--- src/rtl/wb_stage_if.sv ---
// Bundle of MA-stage inputs, pipeline control and register-file write port
// for the RV32I write-back stage.
interface wb_stage_if;
  logic        inst_valid_ma;
  logic [4:0]  rd_adr_ma;
  logic        wbk_rd_reg_ma;
  logic [31:0] alu_data_ma;
  logic        cmd_ld_ma;
  logic [2:0]  ld_code_ma;
  logic [1:0]  ld_adr_lsb_ma;
  logic [31:0] dmem_rdata;
  logic        stall;
  logic        stall_1shot;
  logic        stall_dly;
  logic        rst_pipe;
  logic [4:0]  rd_adr_wb;
  logic        wbk_rd_reg_wb;
  logic [31:0] wbk_data_wb;
  logic [63:0] instret_wb;

  modport master (
    output inst_valid_ma, rd_adr_ma, wbk_rd_reg_ma, alu_data_ma, cmd_ld_ma,
           ld_code_ma, ld_adr_lsb_ma, dmem_rdata, stall, stall_1shot,
           stall_dly, rst_pipe,
    input  rd_adr_wb, wbk_rd_reg_wb, wbk_data_wb, instret_wb
  );

  modport slave (
    input  inst_valid_ma, rd_adr_ma, wbk_rd_reg_ma, alu_data_ma, cmd_ld_ma,
           ld_code_ma, ld_adr_lsb_ma, dmem_rdata, stall, stall_1shot,
           stall_dly, rst_pipe,
    output rd_adr_wb, wbk_rd_reg_wb, wbk_data_wb, instret_wb
  );
endinterface

--- src/rtl/wb_stage.sv ---
// RV32I write-back stage: registers the MA result, aligns load data and drives
// the RF write port once per instruction. Define WB_INSTRET_EN for instret_wb.
module wb_stage (
  input  logic      clk,
  input  logic      rst_n,
  wb_stage_if.slave bus
);

  typedef struct packed {
    logic        valid;
    logic [4:0]  rd_adr;
    logic        wbk;
    logic [31:0] alu;
    logic        ld;
    logic [2:0]  ld_code;
    logic [1:0]  lsb;
  } wb_regs_t;

  wb_regs_t    pipe_q, pipe_d;
  logic [31:0] ld_roll_q, ld_roll_d;
  logic        written_q, written_d;
  logic        wr_en;
  logic [31:0] ld_src;
  logic [7:0]  ld_byte;
  logic [15:0] ld_half;
  logic [31:0] ld_aligned;

  assign wr_en = pipe_q.valid & pipe_q.wbk & (pipe_q.rd_adr != 5'd0) & ~written_q;

  always_comb begin
    pipe_d    = pipe_q;
    ld_roll_d = ld_roll_q;
    written_d = written_q;
    if (!bus.stall) begin
      pipe_d.valid   = bus.inst_valid_ma;
      pipe_d.rd_adr  = bus.rd_adr_ma;
      pipe_d.wbk     = bus.wbk_rd_reg_ma;
      pipe_d.alu     = bus.alu_data_ma;
      pipe_d.ld      = bus.cmd_ld_ma;
      pipe_d.ld_code = bus.ld_code_ma;
      pipe_d.lsb     = bus.ld_adr_lsb_ma;
      written_d      = 1'b0;
    end else if (wr_en) begin
      written_d = 1'b1;
    end
    // The RAM output is not held, so the word is latched on the first stall cycle.
    if (bus.stall_1shot) begin
      ld_roll_d = bus.dmem_rdata;
    end
    if (bus.rst_pipe) begin
      pipe_d    = '0;
      ld_roll_d = '0;
      written_d = 1'b0;
    end
  end

  // NOTE: state registers use non-blocking assignments so every flop samples
  // pre-edge values; the reset sits inside the clocked block (synchronous).
  always_ff @(posedge clk) begin
    if (!rst_n) begin
      pipe_q    <= '0;
      ld_roll_q <= '0;
      written_q <= 1'b0;
    end else begin
      pipe_q    <= pipe_d;
      ld_roll_q <= ld_roll_d;
      written_q <= written_d;
    end
  end

  always_comb begin
    ld_src = bus.stall_dly ? ld_roll_q : bus.dmem_rdata;
    unique case (pipe_q.lsb)
      2'd0:    ld_byte = ld_src[7:0];
      2'd1:    ld_byte = ld_src[15:8];
      2'd2:    ld_byte = ld_src[23:16];
      default: ld_byte = ld_src[31:24];
    endcase
    ld_half = pipe_q.lsb[1] ? ld_src[31:16] : ld_src[15:0];
    case (pipe_q.ld_code)
      3'b000:  ld_aligned = {{24{ld_byte[7]}}, ld_byte};
      3'b100:  ld_aligned = {24'd0, ld_byte};
      3'b001:  ld_aligned = {{16{ld_half[15]}}, ld_half};
      3'b101:  ld_aligned = {16'd0, ld_half};
      default: ld_aligned = ld_src;
    endcase
  end

  assign bus.rd_adr_wb     = pipe_q.rd_adr;
  assign bus.wbk_rd_reg_wb = wr_en;
  assign bus.wbk_data_wb   = pipe_q.ld ? ld_aligned : pipe_q.alu;

`ifdef WB_INSTRET_EN
  logic [63:0] instret_q, instret_d;

  // Counts every instruction leaving WB; a pipeline flush does not rewind it.
  assign instret_d = (pipe_q.valid && !bus.stall && !bus.rst_pipe) ?
                     instret_q + 64'd1 : instret_q;

  always_ff @(posedge clk) begin
    if (!rst_n) begin
      instret_q <= '0;
    end else begin
      instret_q <= instret_d;
    end
  end

  assign bus.instret_wb = instret_q;
`else
  assign bus.instret_wb = 64'd0;
`endif

endmodule

--- src/flat_wrapper.sv ---
// flat-port wrapper written by rule: the top's interface ports become plain ports
module wb_stage_flat 
  (clk, rst_n, bus_inst_valid_ma, bus_rd_adr_ma, bus_wbk_rd_reg_ma, bus_alu_data_ma, bus_cmd_ld_ma, bus_ld_code_ma, bus_ld_adr_lsb_ma, bus_dmem_rdata, bus_stall, bus_stall_1shot, bus_stall_dly, bus_rst_pipe, bus_rd_adr_wb, bus_wbk_rd_reg_wb, bus_wbk_data_wb, bus_instret_wb);
  wb_stage_if bus_i ();
  input  logic clk;
  input  logic rst_n;
  input wire logic [$bits(bus_i.inst_valid_ma)-1:0] bus_inst_valid_ma;
  input wire logic [$bits(bus_i.rd_adr_ma)-1:0] bus_rd_adr_ma;
  input wire logic [$bits(bus_i.wbk_rd_reg_ma)-1:0] bus_wbk_rd_reg_ma;
  input wire logic [$bits(bus_i.alu_data_ma)-1:0] bus_alu_data_ma;
  input wire logic [$bits(bus_i.cmd_ld_ma)-1:0] bus_cmd_ld_ma;
  input wire logic [$bits(bus_i.ld_code_ma)-1:0] bus_ld_code_ma;
  input wire logic [$bits(bus_i.ld_adr_lsb_ma)-1:0] bus_ld_adr_lsb_ma;
  input wire logic [$bits(bus_i.dmem_rdata)-1:0] bus_dmem_rdata;
  input wire logic [$bits(bus_i.stall)-1:0] bus_stall;
  input wire logic [$bits(bus_i.stall_1shot)-1:0] bus_stall_1shot;
  input wire logic [$bits(bus_i.stall_dly)-1:0] bus_stall_dly;
  input wire logic [$bits(bus_i.rst_pipe)-1:0] bus_rst_pipe;
  output wire logic [$bits(bus_i.rd_adr_wb)-1:0] bus_rd_adr_wb;
  output wire logic [$bits(bus_i.wbk_rd_reg_wb)-1:0] bus_wbk_rd_reg_wb;
  output wire logic [$bits(bus_i.wbk_data_wb)-1:0] bus_wbk_data_wb;
  output wire logic [$bits(bus_i.instret_wb)-1:0] bus_instret_wb;
  assign bus_i.inst_valid_ma = bus_inst_valid_ma;
  assign bus_i.rd_adr_ma = bus_rd_adr_ma;
  assign bus_i.wbk_rd_reg_ma = bus_wbk_rd_reg_ma;
  assign bus_i.alu_data_ma = bus_alu_data_ma;
  assign bus_i.cmd_ld_ma = bus_cmd_ld_ma;
  assign bus_i.ld_code_ma = bus_ld_code_ma;
  assign bus_i.ld_adr_lsb_ma = bus_ld_adr_lsb_ma;
  assign bus_i.dmem_rdata = bus_dmem_rdata;
  assign bus_i.stall = bus_stall;
  assign bus_i.stall_1shot = bus_stall_1shot;
  assign bus_i.stall_dly = bus_stall_dly;
  assign bus_i.rst_pipe = bus_rst_pipe;
  assign bus_rd_adr_wb = bus_i.rd_adr_wb;
  assign bus_wbk_rd_reg_wb = bus_i.wbk_rd_reg_wb;
  assign bus_wbk_data_wb = bus_i.wbk_data_wb;
  assign bus_instret_wb = bus_i.instret_wb;
  wb_stage u_core (.clk(clk), .rst_n(rst_n), .bus(bus_i));
endmodule
--- config.mk ---
export PLATFORM = sky130hd
export DESIGN_NAME = wb_stage_flat
export DESIGN_NICKNAME = d
export VERILOG_FILES = /design/src/rtl/wb_stage_if.sv /design/src/rtl/wb_stage.sv /design/src/flat_wrapper.sv
export SDC_FILE = /design/constraint.sdc
export NUM_CORES = 1
export LEC_CHECK = 0
export BUFFER_PORTS_ARGS = -buffer_cell sky130_fd_sc_hd__buf_2
export CAP_MARGIN = 10
export CORE_MARGIN = 2
export CORE_UTILIZATION = 53
export CTS_CLUSTER_DIAMETER = 50
export DETAILED_ROUTE_END_ITERATION = 16
export PLACE_DENSITY = 0.87
export SLEW_MARGIN = 0
export SYNTH_ARGS = -nofsm -noshare
export SYNTH_HDL_FRONTEND = slang
export SYNTH_SLANG_ARGS = --single-unit
export TNS_END_PERCENT = 30
--- constraint.sdc ---
create_clock -name clk -period 3.71 [get_ports clk]
set_input_delay 0.5565 -clock clk [delete_from_list [all_inputs] [get_ports clk]]
set_output_delay 0.5565 -clock clk [all_outputs]
set_load 0.01 [all_outputs]
==> results.toml <==
[clock_tree]
tritoncts = "done"
htreeDepth = 3
clk_latency_ns = 0.34
postCtsSetupRepairBufs = 0
cts_hold_buf = 0
cts_buffers = 9
clock_path_buffers = 2
cts_resized = 0
root_buffer = "clkbuf_8"
clock-sinks = 78
cts.clk_slew.worst_paths_ns = 0.08

[timing]
worst_slack_ns = 0.495
finalHoldViolCount = 0
fmax_mhz = 311
slew_viol_final = 0
maxSlewHeadroom_pct = 23.9
rsz0062_at_grt = "false"
post-route-min-period_ns = 3.22
period_share_pct = 86.7
setup_tns_ns = 0
setup_violations = 0
skew_ns = 0.00436
worst_pin_slew_ns = 1.14

[power_and_ir_drop]
seq_power_share_pct = 45.5
p_leak_nw = 2.47
power_density_mw_per_mm2 = 381
power_report.internal_total_w = 0.00142
switching_share_pct = 26.9
combPwrFrac_pct = 17.0
p_clk_share_pct = 37.5
ir_drop_mv = 0.230
power_w = 0.00195
p_switching_w = 0.000525

[detailed_routing]
drc = 0
routed_wirelength_um = 11300
num_vias = 3867
drtIter0Drc = 257
dr.pass1.iters = 4
vias_per_cell = 5.45
routedWlPerCell_um = 15.9
drtAntennaViolNets = 0

[global_route]
grt_pass1_vias = 3386
track_usage_pct = 24.1
grt_pass1_wl_um = 17100
grt-ovfl-total = 0
grt_max_degree = 48
antenna_found_initial = 1

[yosys]
async_reset_ff_share_pct = 0
syn_inst = 505
yosysWarnings = 0
synth_edf_count = 0
ys.flop_type = "dfxtp_1"
ys_seq_area_share_pct = 34.4
synth_area_mm2 = 0.00454
synth_top_area_share_pct = 34.4
yosysUniqueCellTypes = 38
syn_area_per_cell_um2 = 9.00
ys_seq_elements = 78
synth.area.top_cells = "dfxtp_1 34%, mux2i_1 18%, buf_4 12%"
synth_area_leader_cell = "dfxtp_1"

[floorplanning]
die_w_um = 96.6
die_h_um = 96.6
pin_count = 185
design.die.area_mm2 = 0.00933
num_rows = 33
core-area_mm2 = 0.00826
start_util_pct = 55.0

[setup_path]
arrival_ns = 2.66
cp_data_required_time_ns = 3.15
worstPathMaxFanout = 16
startpoint_type = "flop"
crit_path_end_kind = "output port"
crit_type = "reg2out"

[layout]
nets = 682
final_cell_mix = "120 x buf_2, 81 x mux2i_1, 80 x nor2_1"
areaGrowthSynthToFinish_pct = 12.5
drive_above_1_share_pct = 31.6
layout_commonest_cell = "buf_2"
stdcell_count = 710

[placement]
dp_cells = 693
place_congestion = 0.966
port_buffers = 120
place_hpwl_um = 8390
post-place-ws_ns = 0.754

[hold_path]
hp-class = "in2reg"

[run_status]
outcome = "finished clean"

[job]
max_cap_viol_count = 0
==> per-stage QoR <==
step           hold slack [ns]  utilization (%)  area (um2)
6_report                 0.439             61.9        5110
5_1_grt                  0.431             61.9        5110
4_1_cts                  0.431             61.9        5110
3_5_place_dp             0.481             59.1        4880
3_3_place_gp             0.467             59.1        4880
2_1_floorplan            0.454                -        4780
==> sequential cells by signal, indices dropped and copies added (netlist names) <==
signal                cells
u_core.written_q          1
u_core.ld_roll_q         32
u_core.bus.rd_adr_wb      5
u_core.pipe_q            40
==> cells in the mapped netlist (2+ instances only) <==
| master | number |
|---|---|
| mux2_2 | 34 |
| buf_1 | 8 |
| mux2i_1 | 81 |
| o21ai_0 | 9 |
| buf_2 | 6 |
| nand3b_1 | 2 |
| o32a_2 | 10 |
| a21oi_1 | 16 |
| buf_4 | 70 |
| clkbuf_1 | 19 |
| a31oi_1 | 7 |
| o22ai_1 | 8 |
| a22oi_1 | 6 |
| nand2_1 | 34 |
| dfxtp_1 | 78 |
| nor2b_1 | 8 |
| nor2_1 | 80 |
| o32a_1 | 7 |
| inv_1 | 3 |
==> layout make-up <==
cell class | count | area (um2)
Inverter | 4 | 15.0
Fill cell | 719 | 3150
Timing Repair Buffer | 124 | 631
Clock buffer | 11 | 151
Multi-Input combinational cell | 382 | 2540
Antenna cell | 1 | 2.50
Clock inverter | 5 | 81.3
Tap cell | 105 | 131
Sequential cell | 78 | 1560
==> routing by layer <==
layer	global-route usage, %	share of wire (%)
met1	32.3	42
met2	38.2	47
met3	5.66	9.4
met4	8.10	1.3
met5	0	0
==> critical path, stage by stage (launching register included) <==
cell and delay, ns:
dfxtp_1 0.65, nor3b_1 0.25, a2bb2oi_1 0.12, nor2_1 0.86, o32a_1 0.29, buf_2 0.14
==> final timing paths <==
check	startpoint	end	slack, ns	cells past startpoint
worst max-delay path	u_core.pipe_q[2]	bus_wbk_data_wb[19]	0.49	5
worst min-delay path	bus_alu_data_ma[19]	u_core.pipe_q[25]	0.44	3
worst max register to register	u_core.bus.rd_adr_wb[0]	u_core.written_q	2.32	4
worst min register to register	u_core.ld_roll_q[20]	u_core.ld_roll_q[20]	0.50	2
==> power groups by stage <==
stage | clock, W | sequential [W] | combinational (W)
after CTS | 0.000745 | 0.000886 | 0.000328
after global placement | 0 | 0.000904 | 0.000318
after detailed placement | 0 | 0.000905 | 0.000327
final | 0.000731 | 0.000886 | 0.000330
after global routing | 0.000783 | 0.000890 | 0.000364
after floorplan | 0 | 0.000894 | 0.000282
==> cell families (layout without fill, tap and decap cells) <==
family / Yosys count / after routing / synth area share (%)
buffers and inverters: 108 / 144 / 15.0
other: 1 / 65 / 0.0825
AO/OA/AOI/OAI: 73 / 73 / 12.1
multiplexers: 116 / 116 / 26.8
flip-flops: 78 / 78 / 34.4
AND/OR/NAND/NOR: 129 / 129 / 11.6
No activity file was read; power rests on OpenSTA's default activity.
